$ cat config.mk
export PLATFORM = sky130hd
export DESIGN_NAME = prog_loader
export DESIGN_NICKNAME = d
export VERILOG_FILES = /design/src/rtl/prog_loader.sv
export SDC_FILE = /design/constraint.sdc
export NUM_CORES = 1
export LEC_CHECK = 0
export CAP_MARGIN = 20
export CORE_AREA = 5 5 73 81
export CTS_BUF_LIST = sky130_fd_sc_hd__clkbuf_4 sky130_fd_sc_hd__clkbuf_8
export DETAILED_ROUTE_END_ITERATION = 10
export DIE_AREA = 0 0 78 86
export SYNTH_ARGS = -nofsm -noshare
export SYNTH_HDL_FRONTEND = slang
export SYNTH_SLANG_ARGS = --single-unit
$ cat constraint.sdc
create_clock -name clk -period 3.28 [get_ports clk]
set_input_delay 0.656 -clock clk [delete_from_list [all_inputs] [get_ports clk]]
set_output_delay 0.656 -clock clk [all_outputs]
set_load 0.1 [all_outputs]
$ cat src/rtl/prog_loader.sv
// Boot-time program loader: receives a framed byte stream, writes it as nibble pairs
// into the CPU instruction memory, pads with SLEEP, verifies an XOR checksum and wakes the CPU.
module prog_loader #(
   parameter int                ADDR_W    = 4,
   parameter int                DATA_W    = 4,
   parameter int                MEM_DEPTH = 16,
   parameter logic [DATA_W-1:0] SLEEP_OP  = 4'b1000
) (
   input  logic              clk,
   input  logic              reset,
   input  logic              start,
   input  logic [7:0]        in_data,
   input  logic              in_valid,
   output logic              in_ready,
   output logic              mem_we,
   output logic [ADDR_W-1:0] mem_addr,
   output logic [DATA_W-1:0] mem_wdata,
   output logic              cpu_hold,
   output logic              wakeup,
   output logic              done,
   output logic              err
);

   localparam logic [3:0] IDLE = 4'd0;
   localparam logic [3:0] HDR  = 4'd1;
   localparam logic [3:0] PAY  = 4'd2;
   localparam logic [3:0] WHI  = 4'd3;
   localparam logic [3:0] WLO  = 4'd4;
   localparam logic [3:0] PAD  = 4'd5;
   localparam logic [3:0] CHK  = 4'd6;
   localparam logic [3:0] DONE = 4'd7;
   localparam logic [3:0] ERR  = 4'd8;

   localparam logic [7:0]        MAX_N     = 8'(MEM_DEPTH / 2);
   localparam logic [ADDR_W:0]   HALF      = (ADDR_W + 1)'(MEM_DEPTH / 2);
   localparam logic [ADDR_W-1:0] LAST_ADDR = ADDR_W'(MEM_DEPTH - 1);

   logic [3:0]        state;
   logic [3:0]        state_nxt;
   logic [ADDR_W:0]   n_q;
   logic [ADDR_W-1:0] k_q;
   logic [ADDR_W:0]   k_inc;
   logic [7:0]        byte_q;
   logic [7:0]        sum_q;
   logic              fire;

   assign fire  = in_valid & in_ready;
   assign k_inc = {1'b0, k_q} + (ADDR_W + 1)'(1);

   always_comb begin
      // NOTE: default assignment first so no path through the case leaves state_nxt unassigned (no latch).
      state_nxt = state;
      case (state)
         IDLE, DONE, ERR: begin
            if (start) state_nxt = HDR;
         end
         HDR: begin
            if (fire) state_nxt = (in_data == 8'd0 || in_data > MAX_N) ? ERR : PAY;
         end
         PAY: begin
            if (fire) state_nxt = WHI;
         end
         WHI: state_nxt = WLO;
         WLO: begin
            if (k_inc < n_q)       state_nxt = PAY;
            else if (k_inc < HALF) state_nxt = PAD;
            else                   state_nxt = CHK;
         end
         PAD: begin
            // mem_addr is the word written this cycle; stop after the top word.
            if (mem_addr == LAST_ADDR) state_nxt = CHK;
         end
         CHK: begin
            if (fire) state_nxt = (in_data == sum_q) ? DONE : ERR;
         end
         default: state_nxt = IDLE;
      endcase
   end

   // Every output is registered from the next state so it lines up with the state it describes.
   always_ff @(posedge clk) begin
      // NOTE: sequential state uses non-blocking assignments only, so all registers update together.
      if (!reset) begin
         state     <= IDLE;
         in_ready  <= 1'b0;
         mem_we    <= 1'b0;
         mem_addr  <= '0;
         mem_wdata <= '0;
         cpu_hold  <= 1'b1;
         wakeup    <= 1'b0;
         done      <= 1'b0;
         err       <= 1'b0;
         n_q       <= '0;
         k_q       <= '0;
         byte_q    <= '0;
         sum_q     <= '0;
      end else begin
         state    <= state_nxt;
         in_ready <= (state_nxt == HDR) || (state_nxt == PAY) || (state_nxt == CHK);
         mem_we   <= (state_nxt == WHI) || (state_nxt == WLO) || (state_nxt == PAD);
         cpu_hold <= (state_nxt != DONE);
         done     <= (state_nxt == DONE);
         err      <= (state_nxt == ERR);
         wakeup   <= (state_nxt == DONE) && (state != DONE);

         if (state == HDR && fire) begin
            n_q   <= in_data[ADDR_W:0];
            k_q   <= '0;
            sum_q <= '0;
         end

         if (state == PAY && fire) begin
            byte_q    <= in_data;
            sum_q     <= sum_q ^ in_data;
            mem_addr  <= ADDR_W'({k_q, 1'b0});
            mem_wdata <= DATA_W'(in_data[7:4]);
         end

         if (state == WHI) begin
            mem_addr  <= mem_addr + ADDR_W'(1);
            mem_wdata <= DATA_W'(byte_q[3:0]);
         end

         if (state == WLO) k_q <= k_q + ADDR_W'(1);

         // Padding continues from the last written word: even slots get SLEEP, odd slots 0.
         if (state_nxt == PAD) begin
            mem_addr  <= mem_addr + ADDR_W'(1);
            mem_wdata <= mem_addr[0] ? SLEEP_OP : '0;
         end
      end
   end

endmodule

==> metrics.cfg, run 1 <==
[worst_hold_path]
worst_hold_path_type = register to register

[synth]
synth_enable_flop_cells = 0
syn_area_um2 = 2170
synth_cells = 263
postSynthRegisterBits = 39
ys_seq_area_frac = 0.360
synthesized_nets = 280
ys_async_sr_fraction = 0
synthTopCellsByArea = sky130_fd_sc_hd__dfxtp_1 (36%), sky130_fd_sc_hd__nand2_1 (8.3%), sky130_fd_sc_hd__o21ai_0 (5.1%)
synth_top_area_cell = sky130_fd_sc_hd__dfxtp_1
post_synth_num_cell_types = 55
post-synth-top-count-cell = sky130_fd_sc_hd__nand2_1
synth_largest_type_area_fraction = 0.360
ys_warn_count = 0
avgSynthCellArea_um2 = 8.24
synthFlopType = sky130_fd_sc_hd__dfxtp_1
synth.cells.most_frequent = sky130_fd_sc_hd__nand2_1 (48), sky130_fd_sc_hd__dfxtp_1 (39), sky130_fd_sc_hd__o21ai_0 (22), sky130_fd_sc_hd__nor2_1 (16), sky130_fd_sc_hd__and2_1 (14)

[timing]
worst-slew-pin-transition_ns = 0.528
setup_ws_final_ns = 0.267
max_slew_margin = 0.647
timing.final.max_slew_violations = 0
setup_viol_count_final = 0
finalClockSkew_ns = 0.00273
hold_viol_final = 0
final.period_utilization = 0.919
min_period_ns = 3.01
fin_setup_tns_ns = 0
holdWs_ns = 0.458
rsz_0062_raised_after_global_routing = no
maxClockFrequency_mhz = 332

[placement]
portBuffers = 25
detailed_place.area_um2 = 2470
placed_cells_incl_taps = 343
place.gp.congestion = 0.822
dp_hpwl_um = 3800
pre_cts_ws_ns = 0.241

[drt]
routedWlPerCell_um = 14.5
drt-total-wl_um = 5090
num_vias = 1904
final_antenna_net_count = 0
detail_route.drc_violations = 0
drt_iter0_markers = 94
drt-pass1-iter-count = 4
via_density_per_instance = 5.42

[worst_setup_path]
setup.worst_path.start = k_q[0]$_SDFFE_PN0P_
timing.critical_path.to = mem_addr[1]$_SDFFE_PN0P_
rr_worst_depth = 10
regToRegEndpoint = mem_addr[1]$_SDFFE_PN0P_
cp_required_ns = 3.47
worst_ep_arrival_time_ns = 3.20
critPathKind = register to register
timing.critical_path.fanout_max = 9
cp-start-kind = register
worstReg2RegStart = k_q[0]$_SDFFE_PN0P_
critical_path.endpoint_type = register
worst-r2r-setup-slack_ns = 0.27

[pwr]
power.ir.vdd_worst_uv = 224
static_leakage_power_nw = 0.973
power.density_nw_per_um2 = 352

[final_layout]
drive_gt1_frac = 0.147
final.fill_count = 478
design.final.nets = 309
flow.area_growth_from_synthesis_pct = 18.1
layout.area.seq_um2 = 781
fin_area_um2 = 2560
antenna_cells_inserted = 0
multi_input_comb_area_um2 = 1330
fin_cells = 351

[floorplanning]
die_x_um = 78
fp-row-count = 27
fp.dieArea_um2 = 6710
die_y_um = 86
floorplan.io_pins = 26
core_region_area_um2 = 4970
initial_utilization = 0.436

[clocking]
cts_buffers = 5
clock_tree.buffer_depth = 2
tritoncts_clock_tree = done
cts_hold_buf = 0
cts-resized-gates = 0
cts_root_buffer = sky130_fd_sc_hd__clkbuf_8
clk-insertion-delay-late_ns = 0.29
h-tree-depth = 2
numClockSinks = 39
clk_transition_reported_paths_ns = 0.07
postCtsSetupRepairBufs = 0

[grt]
gr-total-overflow = 0
grt_start_max_net_pins = 21
wire_length_of_the_first_global_routing_pass_um = 8490
groute.usage.overall = 0.156
first_global_vias = 1814
number_of_antenna_violations_at_the_first_check_in_global_routing = 0

[run]
timing.max_cap.violations = 0

[run_status]
status = finished, final reports clean

==> cell type report <==
| class | instances | area share |
|---|---|---|
| sequential | 39 | 0.305 |
| inverter | 4 | 0.00587 |
| tap | 58 | 0.0284 |
| clock inverter | 1 | 0.00196 |
| timing repair buffer | 33 | 0.108 |
| multi-input combinational | 209 | 0.518 |
| clock buffer | 7 | 0.0328 |
==> report_power, final <==
| group | switching [mW] | internal, mW | leakage, nW |
|---|---|---|---|
| Combinational | 0.0497 | 0.0382 | 0.609 |
| Sequential | 0.00623 | 0.477 | 0.315 |
| Clock | 0.163 | 0.166 | 0.0491 |
==> layout by cell type (no fill, tap or decap), types with 3 or more instances in the layout <==
cell                              netlist  routed
sky130_fd_sc_hd__nand2_1               48      48
sky130_fd_sc_hd__a21boi_1               5       5
sky130_fd_sc_hd__and2_1                14      14
sky130_fd_sc_hd__nor2_1                16      16
sky130_fd_sc_hd__nand2b_1               7       7
sky130_fd_sc_hd__nor2b_1                7       7
sky130_fd_sc_hd__clkbuf_8               0       5
sky130_fd_sc_hd__nand3_1                7       7
sky130_fd_sc_hd__a21oi_1                7       7
sky130_fd_sc_hd__nand4_1                5       5
sky130_fd_sc_hd__o21ai_0               22      22
sky130_fd_sc_hd__clkdlybuf4s50_1        0      11
sky130_fd_sc_hd__buf_4                  0      22
sky130_fd_sc_hd__dfxtp_1               39      39
sky130_fd_sc_hd__a311oi_1               3       3
sky130_fd_sc_hd__xor2_1                 3       3
sky130_fd_sc_hd__o21a_1                 3       3
sky130_fd_sc_hd__xnor2_1                9       9
sky130_fd_sc_hd__inv_1                  4       4
sky130_fd_sc_hd__ha_1                   5       5
sky130_fd_sc_hd__a21boi_0               6       6
==> cells by family after synthesis <==
group	after synthesis	share of synthesized area
compound gates	66	0.222
xor+xnor	12	0.0485
fa+ha+maj	6	0.0335
buf+inv	15	0.0306
flops	39	0.360
mux	3	0.0156
simple gates	122	0.290
==> layer usage <==
metal	track usage	wire length [µm]	vias up
met3	0.0389	225	8
met5	0	0	-
li1	-	-	991
met2	0.258	2370	37
met4	0.0538	95	0
met1	0.198	2400	868
==> sequential cells by signal, summed over array words and instances, names as in the netlist <==
name       flops
sum_q          8
state          4
mem_we         1
byte_q         4
wakeup         1
cpu_hold       1
mem_wdata      4
err            1
n_q            5
k_q            4
mem_addr       4
in_ready       1
done           1
==> through the flow <==
| stage | utilization | power [mW] |
|---|---|---|
| finish | 0.515 | 0.900 |
| global route | 0.515 | 0.939 |
| CTS | 0.515 | 0.910 |
| detailed placement | 0.497 | 0.583 |
| global placement | 0.497 | 0.583 |
| floorplan | - | 0.547 |
==> worst min path at each step <==
stage                                start                     end  slack, ns  cells after the start
finish              byte_q[3]$_SDFFE_PN0P_  byte_q[3]$_SDFFE_PN0P_       0.46                      2
detailed placement  byte_q[3]$_SDFFE_PN0P_  byte_q[3]$_SDFFE_PN0P_       0.45                      2
global placement    byte_q[3]$_SDFFE_PN0P_  byte_q[3]$_SDFFE_PN0P_       0.44                      2
global route        byte_q[0]$_SDFFE_PN0P_  byte_q[0]$_SDFFE_PN0P_       0.49                      2
floorplan           byte_q[0]$_SDFFE_PN0P_  byte_q[0]$_SDFFE_PN0P_       0.44                      2
CTS                 byte_q[3]$_SDFFE_PN0P_  byte_q[3]$_SDFFE_PN0P_       0.46                      2
==> critical path, stage by stage (launching register included) <==
cell,delay [ns]
sky130_fd_sc_hd__dfxtp_1,0.37
sky130_fd_sc_hd__ha_1,0.28
sky130_fd_sc_hd__and3_2,0.23
sky130_fd_sc_hd__ha_1,0.23
sky130_fd_sc_hd__or3_1,0.36
sky130_fd_sc_hd__o221a_4,0.24
sky130_fd_sc_hd__a221oi_4,0.34
sky130_fd_sc_hd__nor4bb_2,0.08
sky130_fd_sc_hd__buf_4,0.18
sky130_fd_sc_hd__or4_1,0.47
sky130_fd_sc_hd__o211a_1,0.13
No activity file was read; power rests on OpenSTA's default activity.
==> run 2: changes to the inputs <==
--- a/config.mk
+++ b/config.mk
@@ -10,6 +10,7 @@
 export CTS_BUF_LIST = sky130_fd_sc_hd__clkbuf_4 sky130_fd_sc_hd__clkbuf_8
 export DETAILED_ROUTE_END_ITERATION = 10
 export DIE_AREA = 0 0 78 86
+export MAX_ROUTING_LAYER = met4
 export SYNTH_ARGS = -nofsm -noshare
 export SYNTH_HDL_FRONTEND = slang
 export SYNTH_SLANG_ARGS = --single-unit
==> constraint.sdc (replaced) <==
create_clock -name clk -period 3.28 [get_ports clk]
set_input_delay 0.656 -clock clk [delete_from_list [all_inputs] [get_ports clk]]
set_output_delay 0.656 -clock clk [all_outputs]
set_load 0.005 [all_outputs]
==> run 2 against run 1 <==
Compared with the run above:
- combinational power down 12%
- sequential share of layout area down 0.50 points
- worst hold slack worse by 0.0017 ns
- core utilization up 0.86 points
- worst setup slack better by 0.0059 ns
- clock skew up 0.0034 ns
- via count up 2.5%
- count of clock-buffer cells in the layout unchanged
- sequential power about the same
- final area up 1.7%
- clock power up 2%
- register-to-register slack about the same
- largest power group unchanged
- highest routed layer unchanged
==> metrics.cfg, run 2 (synthesis results as in run 1) <==
[worst_setup_path]
rr_worst_depth = 10  ; unchanged
worstReg2RegStart = k_q[0]$_SDFFE_PN0P_
worst_ep_arrival_time_ns = 3.19  ; about the same
regToRegEndpoint = mem_addr[1]$_SDFFE_PN0P_
cp-start-kind = register
critPathKind = register to register
cp_required_ns = 3.46  ; about the same
timing.critical_path.to = mem_addr[1]$_SDFFE_PN0P_
setup.worst_path.start = k_q[0]$_SDFFE_PN0P_
critical_path.endpoint_type = register
worst-r2r-setup-slack_ns = 0.27  ; about the same
timing.critical_path.fanout_max = 9  ; unchanged

[worst_hold_path]
worst_hold_path_type = register to register

[clocking]
numClockSinks = 39  ; unchanged
postCtsSetupRepairBufs = 0  ; unchanged
h-tree-depth = 2  ; unchanged
cts_buffers = 5  ; unchanged
cts_root_buffer = sky130_fd_sc_hd__clkbuf_8
cts_hold_buf = 0  ; unchanged
tritoncts_clock_tree = done
clk_transition_reported_paths_ns = 0.08  ; about the same
clk-insertion-delay-late_ns = 0.29  ; about the same
clock_tree.buffer_depth = 2  ; unchanged
cts-resized-gates = 0  ; unchanged

[final_layout]
final.fill_count = 500  ; +4.6%
registers_with_the_highest_flip_flop_counts = sum_q (8), n_q (5)
register_ranked_first_by_flip_flop_count = sum_q
antenna_cells_inserted = 0  ; unchanged
drive_gt1_frac = 0.102  ; -0.0447
leading_cell_type_in_the_layout_fill_and_taps_excluded = sky130_fd_sc_hd__nand2_1
flow.area_growth_from_synthesis_pct = 20.0
final_core_util = 0.524  ; +0.00857
mostFrequentLayoutCells = sky130_fd_sc_hd__nand2_1 (48), sky130_fd_sc_hd__dfxtp_1 (39), sky130_fd_sc_hd__clkdlybuf4s50_1 (25)
fin_area_um2 = 2600  ; +1.7%
flip_flop_count_of_the_largest_register_after_layout = 8  ; unchanged
design.final.nets = 310  ; +0.32%

[drt]
routedWlPerCell_um = 14.8  ; +1.8%
detail_route.drc_violations = 0  ; unchanged
drt-total-wl_um = 5200  ; +2.1%
via_density_per_instance = 5.54  ; +2.2%
num_vias = 1951  ; +2.5%
drt_iter0_markers = 91  ; -3.2%
drt-pass1-iter-count = 4  ; unchanged
final_antenna_net_count = 0  ; unchanged

[timing]
hold_viol_final = 0  ; unchanged
fin_setup_tns_ns = 0  ; unchanged
final.period_utilization = 0.917  ; -0.00180
rsz_0062_raised_after_global_routing = no
maxClockFrequency_mhz = 333  ; +0.20%
timing.final.max_slew_violations = 0  ; unchanged
setup_viol_count_final = 0  ; unchanged
max_slew_margin = 0.678  ; +0.0315
worst-slew-pin-transition_ns = 0.481  ; -0.0471 ns
finalClockSkew_ns = 0.00610  ; +0.00337 ns
min_period_ns = 3.01  ; -0.00592 ns

[pwr]
power.density_nw_per_um2 = 345  ; -2.0%
power.ir.vdd_worst_uv = 239  ; +6.7%
static_leakage_power_nw = 0.951  ; -2.2%

[floorplanning]
die_x_um = 78  ; unchanged
core_region_area_um2 = 4970  ; unchanged
floorplan.io_pins = 26  ; unchanged
initial_utilization = 0.436  ; unchanged
die_y_um = 86  ; unchanged
fp-row-count = 27  ; unchanged
fp.dieArea_um2 = 6710  ; unchanged

[grt]
wire_length_of_the_first_global_routing_pass_um = 8850  ; +4.3%
grt_start_max_net_pins = 21  ; unchanged
first_global_vias = 1891  ; +4.2%
groute.usage.overall = 0.167  ; +0.0107
gr-total-overflow = 0  ; unchanged
number_of_antenna_violations_at_the_first_check_in_global_routing = 0  ; unchanged

[placement]
detailed_place.area_um2 = 2510  ; +1.7%
portBuffers = 25  ; unchanged
dp_hpwl_um = 3900  ; +2.4%
place.gp.congestion = 0.854  ; +3.9%

[run_status]
status = finished, final reports clean

[run]
timing.max_cap.violations = 0  ; unchanged

[run 2: cell count changes in the layout (fill, tap and decap cells not counted)]
| cell | change |
|---|---|
| sky130_fd_sc_hd__buf_4 | -13 |
| sky130_fd_sc_hd__clkdlybuf4s50_1 | +14 |
[run 2: how the worst min path moves through the flow]
stage                     cells after the start                   start                     end
after floorplan                               2  byte_q[0]$_SDFFE_PN0P_  byte_q[0]$_SDFFE_PN0P_
after global placement                        2  byte_q[3]$_SDFFE_PN0P_  byte_q[3]$_SDFFE_PN0P_
after detailed placement                      2  byte_q[3]$_SDFFE_PN0P_  byte_q[3]$_SDFFE_PN0P_
after CTS                                     2  byte_q[2]$_SDFFE_PN0P_  byte_q[2]$_SDFFE_PN0P_
after global routing                          2  byte_q[3]$_SDFFE_PN0P_  byte_q[3]$_SDFFE_PN0P_
final                                         2  byte_q[2]$_SDFFE_PN0P_  byte_q[2]$_SDFFE_PN0P_
[run 2: power breakdown]
group          switching [mW]  internal (mW)
Combinational          0.0386         0.0388
Sequential            0.00601          0.477
Clock                   0.170          0.166
[run 2: layout make-up]
class | instances | area [µm²] | share of cell area
well taps | 58 | 72.6 | 0.0279
clock inverters | 1 | 5.00 | 0.00192
inverters | 4 | 15.0 | 0.00577
repair buffers | 34 | 318 | 0.122
clock buffers | 7 | 83.8 | 0.0322
flip-flops and latches | 39 | 781 | 0.300
multi-input cells | 209 | 1330 | 0.510
[run 2: per-stage QoR]
| step | setup slack [ns] | hold WS, ns | std cells | power (mW) |
|---|---|---|---|---|
| 2_1_floorplan | 0.454 | 0.435 | 263 | 0.536 |
| 3_3_place_gp | 0.268 | 0.446 | 344 | 0.572 |
| 3_5_place_dp | 0.223 | 0.446 | 344 | 0.572 |
| 4_1_cts | 0.266 | 0.461 | 352 | 0.903 |
| 5_1_grt | 0.0313 | 0.481 | 352 | 0.935 |
| 6_report | 0.273 | 0.456 | 352 | 0.897 |
[run 2: critical path, stage by stage, from the launching register on]
cell                       delay (ns)
sky130_fd_sc_hd__dfxtp_1         0.37
sky130_fd_sc_hd__ha_1            0.27
sky130_fd_sc_hd__and3_2          0.23
sky130_fd_sc_hd__ha_1            0.23
sky130_fd_sc_hd__or3_1           0.35
sky130_fd_sc_hd__o221a_4         0.24
sky130_fd_sc_hd__a221oi_4        0.34
sky130_fd_sc_hd__nor4bb_2        0.09
sky130_fd_sc_hd__buf_4           0.18
sky130_fd_sc_hd__or4_1           0.47
sky130_fd_sc_hd__o211a_1         0.14
[run 2: routing by layer]
layer / global-route usage / share of wire / vias to the layer above
met1: 0.213 / 0.48 / 899
li1: - / - / 994
met4: 0.0645 / 0.025 / 0
met3: 0.0284 / 0.039 / 11
met2: 0.264 / 0.46 / 47
met5: - / 0 / -
==> run 3: changes to the inputs <==
--- a/config.mk
+++ b/config.mk
@@ -6,11 +6,15 @@
 export NUM_CORES = 1
 export LEC_CHECK = 0
 export CAP_MARGIN = 20
-export CORE_AREA = 5 5 73 81
+export CELL_PAD_IN_SITES_DETAIL_PLACEMENT = 2
+export CELL_PAD_IN_SITES_GLOBAL_PLACEMENT = 2
+export CORE_AREA = 5 5 83 92
 export CTS_BUF_LIST = sky130_fd_sc_hd__clkbuf_4 sky130_fd_sc_hd__clkbuf_8
 export DETAILED_ROUTE_END_ITERATION = 10
-export DIE_AREA = 0 0 78 86
+export DIE_AREA = 0 0 88 97
 export MAX_ROUTING_LAYER = met4
+export PLACE_DENSITY_LB_ADDON = 0.1
 export SYNTH_ARGS = -nofsm -noshare
 export SYNTH_HDL_FRONTEND = slang
 export SYNTH_SLANG_ARGS = --single-unit
+export TNS_END_PERCENT = 10
==> run 3 against run 2 <==
Compared with the run above:
- combinational power grew 3.9%
- total power is 0.53% higher
- via count grew 2.6%
- register-to-register slack worse by 0.07 ns
- flip-flop and latch count stayed put
- critical path depth unchanged
- final area grew 1.1%
- first-iteration DRC count fell by 22%
- die area rose by 27%
- core utilization shrank 12 points
- sequential share of layout area fell by 0.31 points
- non-clock buffer count shrank 1
==> metrics.cfg, run 3 (synthesis results as in run 1) <==
[run_status]
status = finished, final reports clean

[timing]
min_period_ns = 3.07  ; +0.0653 ns
fin_setup_tns_ns = 0  ; unchanged
final.period_utilization = 0.937  ; +0.0199
rsz_0062_raised_after_global_routing = no
setup_viol_count_final = 0  ; unchanged
worst-slew-pin-transition_ns = 0.498  ; +0.0169 ns
setup_ws_final_ns = 0.208  ; -0.0653 ns
maxClockFrequency_mhz = 326  ; -2.1%
timing.final.max_slew_violations = 0  ; unchanged
hold_viol_final = 0  ; unchanged
finalClockSkew_ns = 0.00581  ; -0.000289 ns
max_slew_margin = 0.666  ; -0.0121

[final_layout]
antenna_cells_inserted = 0  ; unchanged
flow.area_growth_from_synthesis_pct = 21.3
mostFrequentLayoutCells = sky130_fd_sc_hd__nand2_1 (48), sky130_fd_sc_hd__dfxtp_1 (39), sky130_fd_sc_hd__clkdlybuf4s50_1 (25)
design.final.nets = 309  ; -0.32%
drive_gt1_frac = 0.102  ; +0.000348
leading_cell_type_in_the_layout_fill_and_taps_excluded = sky130_fd_sc_hd__nand2_1
register_ranked_first_by_flip_flop_count = sum_q
final.fill_count = 759  ; +52%
registers_with_the_highest_flip_flop_counts = sum_q (8), n_q (5)
flip_flop_count_of_the_largest_register_after_layout = 8  ; unchanged

[drt]
drt-total-wl_um = 6490  ; +25%
via_density_per_instance = 5.34  ; -3.7%
routedWlPerCell_um = 17.3  ; +17%
drt-pass1-iter-count = 4  ; unchanged
detail_route.drc_violations = 0  ; unchanged
drt_iter0_markers = 71  ; -22%
num_vias = 2001  ; +2.6%
final_antenna_net_count = 0  ; unchanged

[pwr]
power.ir.vdd_worst_uv = 184  ; -23%
power.density_nw_per_um2 = 343  ; -0.53%
static_leakage_power_nw = 0.950  ; -0.17%

[worst_setup_path]
critPathKind = register to register
timing.critical_path.slowest_cell_delay_ns = 0.47  ; about the same
cp-start-kind = register
worst-r2r-setup-slack_ns = 0.21  ; -0.07 ns
critical_path.endpoint_type = register
path_depth = 10  ; unchanged
cpLargestDelayFamily = simple AND/OR/NAND/NOR gates
rr_worst_depth = 10  ; unchanged
worst_ep_arrival_time_ns = 3.26  ; +0.07 ns
worst_path_most_repeated_cell = sky130_fd_sc_hd__ha_1
timing.critical_path.fanout_max = 9  ; unchanged
cp_required_ns = 3.47  ; about the same
critical_path_buf_inv_count = 1  ; unchanged
worst_path_max_delay_cell = sky130_fd_sc_hd__or4_1
list_of_cells_traversed_by_the_critical_path = ha_1 -> and3_2 -> ha_1 -> or3_1 -> o221a_4 -> a221oi_4 -> nor4bb_2 -> buf_4 -> or4_1 -> o211a_1

[clocking]
postCtsSetupRepairBufs = 0  ; unchanged
cts_root_buffer = sky130_fd_sc_hd__clkbuf_8
cts_buffers = 5  ; unchanged
cts_hold_buf = 0  ; unchanged
clk_transition_reported_paths_ns = 0.08  ; about the same
numClockSinks = 39  ; unchanged
cts-resized-gates = 0  ; unchanged
h-tree-depth = 2  ; unchanged
clk-insertion-delay-late_ns = 0.29  ; about the same
tritoncts_clock_tree = done
clock_tree.buffer_depth = 2  ; unchanged

[grt]
number_of_antenna_violations_at_the_first_check_in_global_routing = 0  ; unchanged
groute.usage.overall = 0.162  ; -0.00565
gr-total-overflow = 0  ; unchanged
wire_length_of_the_first_global_routing_pass_um = 10700  ; +20%
first_global_vias = 2068  ; +9.4%
grt_start_max_net_pins = 23  ; +9.5%

[run]
timing.max_cap.violations = 0  ; unchanged

[placement]
dp_hpwl_um = 4960  ; +27%
portBuffers = 25  ; unchanged
pre_cts_ws_ns = 0.137  ; -0.0853 ns
place.gp.congestion = 0.769  ; -9.9%

[floorplanning]
core_region_area_um2 = 6560  ; +32%
die_x_um = 88  ; +13%
initial_utilization = 0.331  ; -0.106
die_y_um = 97  ; +13%
fp-row-count = 31  ; +15%
floorplan.io_pins = 26  ; unchanged
fp.dieArea_um2 = 8540  ; +27%

[worst_hold_path]
worst_hold_path_type = register to register
min_delay_path_depth = 2  ; unchanged

-- run 3: final timing paths --
check                             end              startpoint
max          mem_addr[1]$_SDFFE_PN0P_     k_q[0]$_SDFFE_PN0P_
min reg2reg    byte_q[3]$_SDFFE_PN0P_  byte_q[3]$_SDFFE_PN0P_
max reg2reg  mem_addr[1]$_SDFFE_PN0P_     k_q[0]$_SDFFE_PN0P_
min            byte_q[3]$_SDFFE_PN0P_  byte_q[3]$_SDFFE_PN0P_
-- run 3: per-stage QoR --
stage	hold WS, ns	utilization	instance area [µm²]	cells	total power, mW
2_1_floorplan	0.435	-	2170	263	0.536
3_3_place_gp	0.447	0.387	2530	367	0.574
3_5_place_dp	0.459	0.387	2530	367	0.575
4_1_cts	0.471	0.400	2620	375	0.918
5_1_grt	0.486	0.401	2630	375	0.951
6_report	0.463	0.401	2630	375	0.901
-- run 3: report_power, final --
group          internal, mW  switching (mW)
sequential            0.477         0.00644
clock                 0.166           0.171
combinational        0.0390          0.0413
-- run 3: worst register-to-register path: stages (launching register included) --
cell,delay (ns)
sky130_fd_sc_hd__dfxtp_1,0.38
sky130_fd_sc_hd__ha_1,0.29
sky130_fd_sc_hd__and3_2,0.24
sky130_fd_sc_hd__ha_1,0.23
sky130_fd_sc_hd__or3_1,0.36
sky130_fd_sc_hd__o221a_4,0.24
sky130_fd_sc_hd__a221oi_4,0.35
sky130_fd_sc_hd__nor4bb_2,0.10
sky130_fd_sc_hd__buf_4,0.18
sky130_fd_sc_hd__or4_1,0.47
sky130_fd_sc_hd__o211a_1,0.14
-- run 3: area by class of cell --
type / count / area [µm²] / area share
multi-input cells: 209 / 1330 / 0.506
flip-flops and latches: 39 / 781 / 0.297
repair buffers: 33 / 310 / 0.118
well taps: 82 / 103 / 0.0390
clock buffers: 7 / 83.8 / 0.0319
inverters: 4 / 15.0 / 0.00571
clock inverters: 1 / 5.00 / 0.00190
-- run 3: metal layers --
layer	track usage	part of all wire	wire length (µm)	vias to the layer above
li1	-	-	-	986
met1	0.207	0.46	2990	978
met2	0.260	0.50	3270	28
met3	0.0238	0.021	137	9
met4	0.0484	0.015	99	0
met5	-	0	0	-
